--- src/rtl/sobel_pkg.sv ---
// Shared types and constants for the Sobel datapath.
// Holds the move-direction encoding (shared with the scan controller),
// the pixel-fetch state and mode encodings, the pixel width, and small
// helpers used by the fetch stage.
package sobel_pkg;

    localparam int unsigned SOBEL_PIX_W = 8;

    // Move direction reported by the scan controller.
    typedef enum logic [1:0] {
        DIR_NONE  = 2'b00,
        DIR_RIGHT = 2'b01,
        DIR_LEFT  = 2'b10,
        DIR_DOWN  = 2'b11
    } dir_e;

    // Pixel-fetch controller states.
    typedef enum logic [1:0] {
        ST_IDLE = 2'b00,
        ST_FULL = 2'b01,
        ST_PART = 2'b10,
        ST_DONE = 2'b11
    } fetch_state_e;

    // Which pixels the current fetch targets.
    typedef enum logic [1:0] {
        MODE_FULL  = 2'b00,
        MODE_RIGHT = 2'b01,
        MODE_LEFT  = 2'b10,
        MODE_DOWN  = 2'b11
    } fetch_mode_e;

    // Map a non-zero move direction onto the partial-fetch mode.
    function automatic fetch_mode_e dir_to_mode(input logic [1:0] dir);
        fetch_mode_e mode;
        case (dir)
            DIR_RIGHT: mode = MODE_RIGHT;
            DIR_LEFT:  mode = MODE_LEFT;
            DIR_DOWN:  mode = MODE_DOWN;
            default:   mode = MODE_FULL;
        endcase
        return mode;
    endfunction

    // Index of the final read of a fetch in the given mode.
    function automatic logic [3:0] last_index(input fetch_mode_e mode);
        logic [3:0] idx;
        if (mode == MODE_FULL) begin
            idx = 4'd8;
        end else begin
            idx = 4'd2;
        end
        return idx;
    endfunction

endpackage

--- src/rtl/window_addr_gen.sv ---
// Combinational address/slot generator for the window fetch.
// Maps the window centre address, row stride, fetch mode and read index
// to the SRAM address of that read and the window slot (r*3+c) it fills.
// Ports:
//   addr_r   in  centre pixel address
//   length   in  row stride (truncated to ADDR_W bits)
//   mode     in  fetch mode (full / right / left / down)
//   idx      in  read index within the fetch
//   mem_addr out SRAM address, modulo 2^ADDR_W
//   slot     out target window slot
module window_addr_gen
    import sobel_pkg::*;
#(
    parameter int ADDR_W = 8,
    parameter int LEN_W  = 12
) (
    input  logic [ADDR_W-1:0] addr_r,
    input  logic [LEN_W-1:0]  length,
    input  fetch_mode_e       mode,
    input  logic [3:0]        idx,
    output logic [ADDR_W-1:0] mem_addr,
    output logic [3:0]        slot
);

    logic [1:0]        row_s;
    logic [1:0]        col_s;
    logic [ADDR_W-1:0] len_s;
    logic [ADDR_W-1:0] row_off_s;
    logic [ADDR_W-1:0] col_off_s;

    // Only the low ADDR_W bits of the stride take part in address arithmetic.
    assign len_s = length[ADDR_W-1:0];

    if (LEN_W > ADDR_W) begin : g_len_hi
        logic unused_len_hi_s;
        assign unused_len_hi_s = ^length[LEN_W-1:ADDR_W];
    end

    // Decode the read index into the (row, column) of the pixel being fetched.
    always_comb begin
        row_s = 2'd0;
        col_s = 2'd0;
        case (mode)
            MODE_FULL: begin
                case (idx)
                    4'd0:    begin row_s = 2'd0; col_s = 2'd0; end
                    4'd1:    begin row_s = 2'd0; col_s = 2'd1; end
                    4'd2:    begin row_s = 2'd0; col_s = 2'd2; end
                    4'd3:    begin row_s = 2'd1; col_s = 2'd0; end
                    4'd4:    begin row_s = 2'd1; col_s = 2'd1; end
                    4'd5:    begin row_s = 2'd1; col_s = 2'd2; end
                    4'd6:    begin row_s = 2'd2; col_s = 2'd0; end
                    4'd7:    begin row_s = 2'd2; col_s = 2'd1; end
                    4'd8:    begin row_s = 2'd2; col_s = 2'd2; end
                    default: begin row_s = 2'd0; col_s = 2'd0; end
                endcase
            end
            MODE_RIGHT: begin row_s = idx[1:0]; col_s = 2'd2; end
            MODE_LEFT:  begin row_s = idx[1:0]; col_s = 2'd0; end
            MODE_DOWN:  begin row_s = 2'd2;     col_s = idx[1:0]; end
            default:    begin row_s = 2'd0;     col_s = 2'd0; end
        endcase
    end

    // Row/column offsets relative to the centre; negative values wrap silently.
    always_comb begin
        case (row_s)
            2'd0:    row_off_s = {ADDR_W{1'b0}} - len_s;
            2'd1:    row_off_s = {ADDR_W{1'b0}};
            2'd2:    row_off_s = len_s;
            default: row_off_s = {ADDR_W{1'b0}};
        endcase
        case (col_s)
            2'd0:    col_off_s = {ADDR_W{1'b1}};
            2'd1:    col_off_s = {ADDR_W{1'b0}};
            2'd2:    col_off_s = {{(ADDR_W-1){1'b0}}, 1'b1};
            default: col_off_s = {ADDR_W{1'b0}};
        endcase
    end

    assign mem_addr = addr_r + row_off_s + col_off_s;
    assign slot     = ({2'b00, row_s} * 4'd3) + {2'b00, col_s};

endmodule

--- src/rtl/window_fetch.sv ---
// Pixel-fetch stage of the Sobel datapath.
// On an initial load it reads all nine pixels of the 3x3 window from image
// SRAM; on a move it shifts the window and reads the one new column or row.
// The completed window is presented to the gradient stage with a valid flag.
// Ports:
//   clk, n_reset       clock, asynchronous active-low reset
//   length             image row stride
//   addr_r, direction  window centre and last move, from the scan controller
//   load_initial       pulse: start of a new image (full fetch)
//   move_done          pulse: window moved one step (partial fetch)
//   mem_read/mem_addr  SRAM read request and address
//   mem_rdata/rvalid   SRAM read data; a read completes on mem_read && mem_rvalid
//   window             9 pixels, slot r*3+c, slot 0 in the LSBs
//   window_valid       window complete and stable
//   window_done        one-cycle pulse when a fetch finishes
//   overrun            sticky: a request arrived while busy
module window_fetch
    import sobel_pkg::*;
#(
    parameter int ADDR_W = 8,
    parameter int PIX_W  = SOBEL_PIX_W,
    parameter int LEN_W  = 12
) (
    input  logic                 clk,
    input  logic                 n_reset,
    input  logic [LEN_W-1:0]     length,
    input  logic [ADDR_W-1:0]    addr_r,
    input  logic [1:0]           direction,
    input  logic                 load_initial,
    input  logic                 move_done,
    output logic                 mem_read,
    output logic [ADDR_W-1:0]    mem_addr,
    input  logic [PIX_W-1:0]     mem_rdata,
    input  logic                 mem_rvalid,
    output logic [9*PIX_W-1:0]   window,
    output logic                 window_valid,
    output logic                 window_done,
    output logic                 overrun
);

    fetch_state_e      state_q, state_d;
    fetch_mode_e       mode_q, mode_d;
    logic [3:0]        idx_q, idx_d;
    logic [PIX_W-1:0]  win_q [9];
    logic [PIX_W-1:0]  win_d [9];
    logic              mem_read_q, mem_read_d;
    logic              valid_q, valid_d;
    logic              done_q, done_d;
    logic              overrun_q, overrun_d;

    logic              req_any_s;
    logic              move_ok_s;
    logic              completion_s;
    logic              last_s;
    logic [ADDR_W-1:0] gen_addr_s;
    logic [3:0]        slot_s;

    assign req_any_s    = load_initial | move_done;
    assign move_ok_s    = move_done & (direction != DIR_NONE);
    assign completion_s = mem_read_q & mem_rvalid;
    assign last_s       = (idx_q == last_index(mode_q));

    window_addr_gen #(
        .ADDR_W (ADDR_W),
        .LEN_W  (LEN_W)
    ) u_addr_gen (
        .addr_r   (addr_r),
        .length   (length),
        .mode     (mode_q),
        .idx      (idx_q),
        .mem_addr (gen_addr_s),
        .slot     (slot_s)
    );

    // State register.
    always_ff @(posedge clk or negedge n_reset) begin
        if (!n_reset) begin
            state_q <= ST_IDLE;
        end else begin
            state_q <= state_d;
        end
    end

    // Next-state logic; load_initial takes priority over move_done.
    always_comb begin
        state_d = state_q;
        case (state_q)
            ST_IDLE: begin
                if (load_initial) begin
                    state_d = ST_FULL;
                end else if (move_ok_s) begin
                    state_d = ST_PART;
                end else begin
                    state_d = ST_IDLE;
                end
            end
            ST_FULL, ST_PART: begin
                if (completion_s && last_s) begin
                    state_d = ST_DONE;
                end else begin
                    state_d = state_q;
                end
            end
            ST_DONE: state_d = ST_IDLE;
            default: state_d = ST_IDLE;
        endcase
    end

    // Output/datapath next values: window shift, read tracking, flags.
    always_comb begin
        win_d      = win_q;
        mode_d     = mode_q;
        idx_d      = idx_q;
        mem_read_d = mem_read_q;
        valid_d    = valid_q;
        done_d     = 1'b0;
        overrun_d  = overrun_q;
        case (state_q)
            ST_IDLE: begin
                if (load_initial) begin
                    mode_d     = MODE_FULL;
                    idx_d      = 4'd0;
                    mem_read_d = 1'b1;
                    valid_d    = 1'b0;
                    overrun_d  = 1'b0;
                end else if (move_ok_s) begin
                    mode_d     = dir_to_mode(direction);
                    idx_d      = 4'd0;
                    mem_read_d = 1'b1;
                    valid_d    = 1'b0;
                    // Existing pixels slide on the accepting edge; the vacated
                    // column/row is refilled by the reads that follow.
                    case (direction)
                        DIR_RIGHT: begin
                            for (int r = 0; r < 3; r++) begin
                                win_d[r*3]   = win_q[r*3+1];
                                win_d[r*3+1] = win_q[r*3+2];
                            end
                        end
                        DIR_LEFT: begin
                            for (int r = 0; r < 3; r++) begin
                                win_d[r*3+2] = win_q[r*3+1];
                                win_d[r*3+1] = win_q[r*3];
                            end
                        end
                        DIR_DOWN: begin
                            for (int c = 0; c < 3; c++) begin
                                win_d[c]   = win_q[3+c];
                                win_d[3+c] = win_q[6+c];
                            end
                        end
                        default: win_d = win_q;
                    endcase
                end else begin
                    mode_d = mode_q;
                end
            end
            ST_FULL, ST_PART: begin
                if (req_any_s) begin
                    overrun_d = 1'b1;
                end else begin
                    overrun_d = overrun_q;
                end
                if (completion_s) begin
                    if (slot_s <= 4'd8) begin
                        win_d[slot_s] = mem_rdata;
                    end else begin
                        win_d = win_q;
                    end
                    idx_d = idx_q + 4'd1;
                    if (last_s) begin
                        mem_read_d = 1'b0;
                        valid_d    = 1'b1;
                        done_d     = 1'b1;
                    end else begin
                        mem_read_d = 1'b1;
                    end
                end else begin
                    idx_d = idx_q;
                end
            end
            ST_DONE: begin
                if (req_any_s) begin
                    overrun_d = 1'b1;
                end else begin
                    overrun_d = overrun_q;
                end
            end
            default: begin
                mem_read_d = 1'b0;
            end
        endcase
    end

    // Datapath and output registers.
    always_ff @(posedge clk or negedge n_reset) begin
        if (!n_reset) begin
            mode_q     <= MODE_FULL;
            idx_q      <= 4'd0;
            mem_read_q <= 1'b0;
            valid_q    <= 1'b0;
            done_q     <= 1'b0;
            overrun_q  <= 1'b0;
            for (int i = 0; i < 9; i++) begin
                win_q[i] <= {PIX_W{1'b0}};
            end
        end else begin
            mode_q     <= mode_d;
            idx_q      <= idx_d;
            mem_read_q <= mem_read_d;
            valid_q    <= valid_d;
            done_q     <= done_d;
            overrun_q  <= overrun_d;
            for (int i = 0; i < 9; i++) begin
                win_q[i] <= win_d[i];
            end
        end
    end

    // addr_r only becomes valid the cycle after a request, so the address is
    // formed from the live centre and the registered index; it is forced to
    // zero whenever no read is outstanding.
    assign mem_addr     = mem_read_q ? gen_addr_s : {ADDR_W{1'b0}};
    assign mem_read     = mem_read_q;
    assign window_valid = valid_q;
    assign window_done  = done_q;
    assign overrun      = overrun_q;

    for (genvar g = 0; g < 9; g++) begin : g_pack
        assign window[g*PIX_W +: PIX_W] = win_q[g];
    end

endmodule

--- config.mk ---
export PLATFORM = sky130hd
export DESIGN_NAME = window_fetch
export DESIGN_NICKNAME = d
export VERILOG_FILES = /design/src/rtl/sobel_pkg.sv /design/src/rtl/window_addr_gen.sv /design/src/rtl/window_fetch.sv
export SDC_FILE = /design/constraint.sdc
export NUM_CORES = 1
export LEC_CHECK = 0
export ABC_AREA = 1
export BUFFER_PORTS_ARGS = -buffer_cell sky130_fd_sc_hd__buf_2
export CAP_MARGIN = 20
export CORE_UTILIZATION = 55
export DETAILED_ROUTE_END_ITERATION = 16
export PLACE_DENSITY_LB_ADDON = 0.05
export REMOVE_ABC_BUFFERS = 1
export SKIP_CTS_REPAIR_TIMING = 1
export SLEW_MARGIN = 20
export SYNTH_ARGS = -nofsm -noshare
export SYNTH_HDL_FRONTEND = slang
export SYNTH_SLANG_ARGS = --single-unit
--- constraint.sdc ---
create_clock -name clk -period 8.7 [get_ports clk]
set_input_delay 0.435 -clock clk [delete_from_list [all_inputs] [get_ports clk]]
set_output_delay 0.435 -clock clk [all_outputs]
set_load 0.1 [all_outputs]
==> results of run 1 <==
[per-stage QoR]
step	utilization, %	std cells	hold slack (ps)	setup slack [ps]
6_report	64.9	1068	310	3310
5_1_grt	64.9	1068	324	2800
2_1_floorplan	-	797	139	3550
3_5_place_dp	62.8	1051	340	3770
3_3_place_gp	62.8	1051	336	3910
4_1_cts	64.8	1067	-67.3	3310
[worst paths after layout]
check | cells after the start | slack [ps] | from | to
worst max register to register | 16 | 4060 | mode_q[1] | window[65]
min in group asynchronous | 2 | 480 | n_reset | state_q[0]
worst min-delay path | 3 | 310 | move_done | overrun
worst max-delay path | 23 | 3310 | mode_q[1] | mem_addr[7]
worst min register to register | 2 | 490 | overrun | overrun
max in group asynchronous | 3 | 7080 | n_reset | window[12]
[critical path, delay by kind of cell, from the launching register on]
family	cells	cell delay, ps
fa+ha+maj	5	1460
compound gates	5	1030
flops	1	400
simple gates	5	590
buf+inv	8	1080
[metal layers]
layer | up-vias | part of all wire, % | GRT usage, %
met5 | - | 0 | 0
met4 | 0 | 1.4 | 9.96
met3 | 22 | 8.5 | 4.62
met2 | 287 | 44 | 49.2
met1 | 2777 | 46 | 49.3
li1 | 2919 | - | -
[flip-flops by register name (all words and copies together), names as in the netlist]
| name | flops |
|---|---|
| idx_q | 4 |
| mem_read | 1 |
| mode_q | 2 |
| overrun | 1 |
| state_q | 2 |
| window | 72 |
| window_done | 1 |
| window_valid | 1 |
[area by class of cell]
class / instances / area share (%)
well taps: 136 / 2.54
clock inverters: 7 / 1.23
flip-flops and latches: 84 / 31.4
clock buffers: 9 / 1.85
repair buffers: 119 / 9.15
multi-input cells: 585 / 46.7
inverters: 128 / 7.17
[cells by family (layout without fill, tap and decap cells)]
logic type / Yosys count / after routing
compound gates: 265 / 265
xor+xnor: 2 / 2
fa+ha+maj: 33 / 33
buf+inv: 161 / 263
flops: 84 / 84
simple gates: 285 / 285
[cells in the final DEF, fill, tap and decap left out, drive strengths merged]
master,synthesis,final
o21ai,152,152
fa,10,10
nor2,74,74
dlygate4sd3,0,1
xnor2,2,2
a22o,1,1
clkinv,1,1
clkinvlp,0,2
nand3,33,33
bufinv,0,1
o22ai,27,27
o221ai,1,1
ha,23,23
a21oi,67,67
o211ai,10,10
dfrtp,84,84
clkbuf,20,9
nand4,3,3
a22oi,4,4
or2,2,2
nand2,171,171
nor3,2,2
buf,13,118
inv,127,131
o31ai,2,2
o21bai,1,1
==> key figures, run 1 <==
Status
  – Status: completed

Worst setup path
  – Critical Path RT: about 8300 ps
  – Worst Path Class, Setup: reg2out
  – CP max stage delay: 430 ps
  – Endpoint type of the worst setup path: primary output
  – Cell with the most instances on the worst path: inv_1
  – Crit-path slowest cell: o211ai_1
  – Critical path launch point type: flip-flop
  – Crit path DAT: 4960 ps
  – CP Max Fanout: 7
  – Worst-path cell chain: inv_1 -> ha_1 -> inv_1 -> nor2_1 -> inv_1 -> o211ai_1 -> inv_1 -> ha_1 -> a22o_1 -> nand2_1 -> fa_1 -> inv_1 -> ha_1 -> inv_1 -> fa_1 -> inv_1 -> nand3_1 -> nand2_1 -> a21oi_1 -> o21bai_1 -> a21oi_1 -> nor2_1 -> buf_2

Yosys
  – Post-Synth Simple-Gate Area: 20.1%
  – Top-count cell post-synth: nand2_1
  – Yosys reg bits: 84
  – Synth area leaders: dfrtp_1 36%, o21ai_0 12%, nand2_1 11%, inv_1 8.1%, a21oi_1 5.6%
  – Syn. warnings: 0
  – Most frequent cells after synthesis: 170 x nand2_1, 146 x o21ai_0, 127 x inv_1
  – Share of the yosys chip area belonging to registers: 35.9%
  – Leading area contributor after synthesis: dfrtp_1
  – Post-synthesis xor/xnor area fraction: 0.299%
  – Adder-Cell Fraction of Synth Area: 8.33%
  – Ys flop type: dfrtp_1
  – Ys async rst share: 100%
  – Top cell type's share of synthesized area: 35.9%
  – Mux contribution to synthesized area: 0%
  – Cell variety after synth: 34
  – Synth Instances: between 800 and 900
  – Cell Area, Synth: ~5900 sq um
  – Syn avg cell area: a little over 7 sq um
  – Post-synth EDFFs: 0
  – Synth Area in Compound Gates: 24.8%
  – Largest family of logic cells by synthesized area: compound AO/OA/AOI/OAI gates

Clocking
  – CTS Buf Count: 9
  – Worst-case clock buffer depth: 2
  – Clock-pin slew on the worst setup and hold paths: 90 ps
  – Clock Latency Late Sink: 380 ps
  – Root Driver: clkbuf_8
  – CTS tree: yes
  – H-tree levels: 3
  – CTS sink cnt: 84

Global route
  – Initial antenna violation count: 0
  – Total GRT Usage: 32.9%
  – Vias in the first global route: 5,596
  – Largest net degree at the start of global routing: 76
  – GR Overflow Total: 0
  – First-pass GRT wire length: ~29 mm

Detailed routing
  – DRC viols: 0
  – DRT Pass-1 Iters: 5
  – Drt total wl: ~17 mm
  – Vias: 6,005
  – Initial DRC Count: between 600 and 700
  – Vias per inst: 5.62
  – Final antenna-violating net count: 0
  – WL/cell: roughly 16 um

Timing
  – Max Clk Rate: 185 MHz
  – Number of hold violations in the final report: 0
  – Setup Viol. Count Final: 0
  – RSZ-0062 raised after global routing: false
  – Max_slew headroom: 42.7%
  – Final Skew: 15.6 ps
  – Tmin final: 5390 ps
  – Measured slew at the worst slew-check pin: 860 ps
  – Setup TNS: 0 ps
  – Count of final max-slew check failures: 0
  – Final period utilization: 62.0%

Die
  – Starting Density: 56.7%
  – Die ar.: 11,100 sq um
  – Die Ht: 105 um
  – I/O pins: 119
  – Die X: 105 um
  – Core area: 10,300 sq um
  – # rows: 37

Final layout
  – Multi-input gate area: between 3000 and 4000 sq um
  – Antenna Cells: 0
  – Fin area: about 6700 sq um
  – Share of cells above drive strength 1: 16.2%
  – Syn-to-layout area delta: 14.5%
  – Nets: 995
  – Fillcell total: between 900 and 1,000
  – Reg area: about 2100 sq um

Place
  – Placed Area: roughly 6500 sq um
  – Detailed-placement wirelength estimate: approximately 12 mm
  – Gpl congestion: 0.879
  – Port Buf Inserts: 114

Hold path
  – Hold Path Class: in2reg

Run
  – Max-cap violation count: 0
Power of run 1 is not shown: default switching activity piles up to over one toggle a cycle in this logic, so the estimate is an artifact.
==> inputs of run 2 (changes only) <==
Settings changed: CORE_UTILIZATION 55 to 51.
Clock period 8.7 ns to 4.31 ns, I/O delays scaled along.
==> run 2 against run 1 <==
Compared with the run above:
- the flow now finishes with violations (setup timing)
- global-route usage fell by 2.2 points
- largest cell class unchanged
- cell count rose by 3.2%
- critical endpoint unchanged
- via count rose by 2.6%
==> key figures, run 2 (synthesized netlist as in run 1, its figures left out) <==
Place
  – Gpl congestion: 0.907 (+3.2%)
  – Port Buf Inserts: 114 (unchanged)
  – Detailed-placement wirelength estimate: 12.5 mm (+3.2%)

Final layout
  – Nets: 1,025 (+3.0%)
  – Most frequent cells in the layout: 168 x nand2_1, 146 x o21ai_0, 120 x inv_1
  – Fillcell total: 979 (+2.7%)
  – Reg area: 2100 sq um (+0.12%)
  – Syn-to-layout area delta: 23.3%
  – Max reg flops: 72 (unchanged)
  – Share of cells above drive strength 1: 21.5% (+5.3 points)
  – Final Core Density: 65.4% (+0.51 points)
  – Commonest non-fill, non-tap cell in the layout: nand2_1
  – Multi-input gate area: 3240 sq um (+3.6%)
  – Antenna Cells: 0 (unchanged)

Timing
  – Number of hold violations in the final report: 0 (unchanged)
  – Count of final max-slew check failures: 0 (unchanged)
  – Final Skew: 8.26 ps (-7.38 ps)
  – Final Worst Setup Slack: -68.7 ps (-3380 ps)
  – Max_slew headroom: 49.8% (+7.1 points)
  – Final period utilization: 102%
  – Tmin final: about 4400 ps
  – Measured slew at the worst slew-check pin: 753 ps (-107 ps)
  – Max Clk Rate: 228 MHz
  – Setup Viol. Count Final: 1 (+1)
  – RSZ-0062 raised after global routing: true

Worst setup path
  – Worst flop-to-flop path startpoint: mode_q[0]
  – Critical path launch point type: flip-flop
  – Cell with the most instances on the worst path: buf_4
  – Endpoint type of the worst setup path: primary output
  – Worst Path Class, Setup: reg2out
  – Worst-path cell chain: inv_2 -> ha_4 -> inv_4 -> nor2_4 -> buf_4 -> nand3_1 -> nand2_1 -> inv_1 -> ha_2 -> buf_4 -> buf_4 -> a22oi_2 -> nor3_2 -> fa_1 -> ha_4 -> a21oi_2 -> nand2_2 -> a21oi_2 -> o21bai_2 -> nand3_1 -> nand2_1 -> nor2_2 -> buf_12
  – FF-to-FF End: window[15]
  – CP max stage delay: 580 ps (+150 ps)
  – R2R setup slack: 320 ps (-3740 ps)
  – Register-to-Register Path Depth: 19 (+3)
  – CP Max Fanout: 6 (-1)
  – Crit-path slowest cell: fa_1
  – Crit path DAT: 4160 ps (-800 ps)
  – Critical Path RT: 4090 ps (-4180 ps)

Global route
  – Largest net degree at the start of global routing: 76 (unchanged)
  – Total GRT Usage: 30.7% (-2.2 points)
  – GR Overflow Total: 0 (unchanged)
  – Initial antenna violation count: 0 (unchanged)
  – Vias in the first global route: 5,580 (-0.29%)
  – First-pass GRT wire length: 28.0 mm (-1.7%)

Die
  – # rows: 38 (+2.7%)
  – Starting Density: 53.1% (-3.6 points)
  – I/O pins: 119 (unchanged)
  – Die X: 109 um (+3.8%)
  – Die Ht: 109 um (+3.8%)
  – Die ar.: 11,900 sq um (+7.7%)
  – Core area: 11,000 sq um (+6.8%)

Status
  – Failing checks: setup timing
  – Status: complete, but fails checks

Hold path
  – Worst hold path endpoint: overrun
  – Hold Crit Depth: 3 (unchanged)
  – Hold Path Class: in2reg
  – Hold Crit Start: move_done

Clocking
  – Worst-case clock buffer depth: 2 (unchanged)
  – H-tree levels: 3 (unchanged)
  – CTS tree: yes
  – Root Driver: clkbuf_16
  – CTS Buf Count: 9 (unchanged)
  – Clock Latency Late Sink: 350 ps (-30 ps)
  – Clock-pin slew on the worst setup and hold paths: 60 ps (-30 ps)
  – CTS sink cnt: 84 (unchanged)

Detailed routing
  – Vias per inst: 5.59 (-0.58%)
  – Drt total wl: 17.8 mm (+4.9%)
  – Vias: 6,160 (+2.6%)
  – DRC viols: 0 (unchanged)
  – Final antenna-violating net count: 0 (unchanged)
  – Initial DRC Count: 569 (-12%)
  – WL/cell: 16.2 um (+1.7%)
  – DRT Pass-1 Iters: 6 (+1)

Run
  – Max-cap violation count: 0 (unchanged)
## run 2: area by class of cell
cell class                      instances  area share (%)
Inverter                              128            6.69
Clock inverter                          5           0.832
Timing Repair Buffer                  149            12.6
Multi-Input combinational cell        585            44.9
Sequential cell                        84            29.2
Tap cell                              140            2.43
Clock buffer                           11            3.36
## run 2: worst max path at each step
stage / start / end / slack, ps
5_1_grt: mode_q[0] / mem_addr[7] / -250
4_1_cts: mode_q[1] / mem_addr[7] / -360
3_3_place_gp: mode_q[0] / mem_addr[7] / 180
3_5_place_dp: mode_q[1] / mem_addr[7] / 10
2_1_floorplan: mode_q[0] / mem_addr[6] / -620
6_report: mode_q[0] / mem_addr[7] / -70
## run 2: per-stage QoR
step	hold WS, ps	std cells	setup TNS, ps	setup slack [ps]	instance area, sq um
after floorplan	-80.1	797	-2480	-623	5710
after global placement	266	1070	0	177	6680
after detailed placement	274	1070	0	11.9	6680
after CTS	-93.0	1086	-473	-357	6980
after global routing	134	1102	-657	-254	7220
final	123	1102	-68.7	-68.7	7220
## run 2: per-layer routing
layer / global-route usage, % / wire length [um]
met5: 0 / 0
met3: 5.98 / 1490
met4: 8.98 / 206
met1: 45.1 / 8540
met2: 45.3 / 7610
## run 2: critical path: cells and delay by family (launching register included)
family,cells,cell delay [ps]
AOI/OAI and AO/OA,4,580
DFF,1,410
and+or+nand+nor,8,790
buffers and inverters,7,860
adders and majority gates,4,1170
Power of run 2 is left out for the same reason.
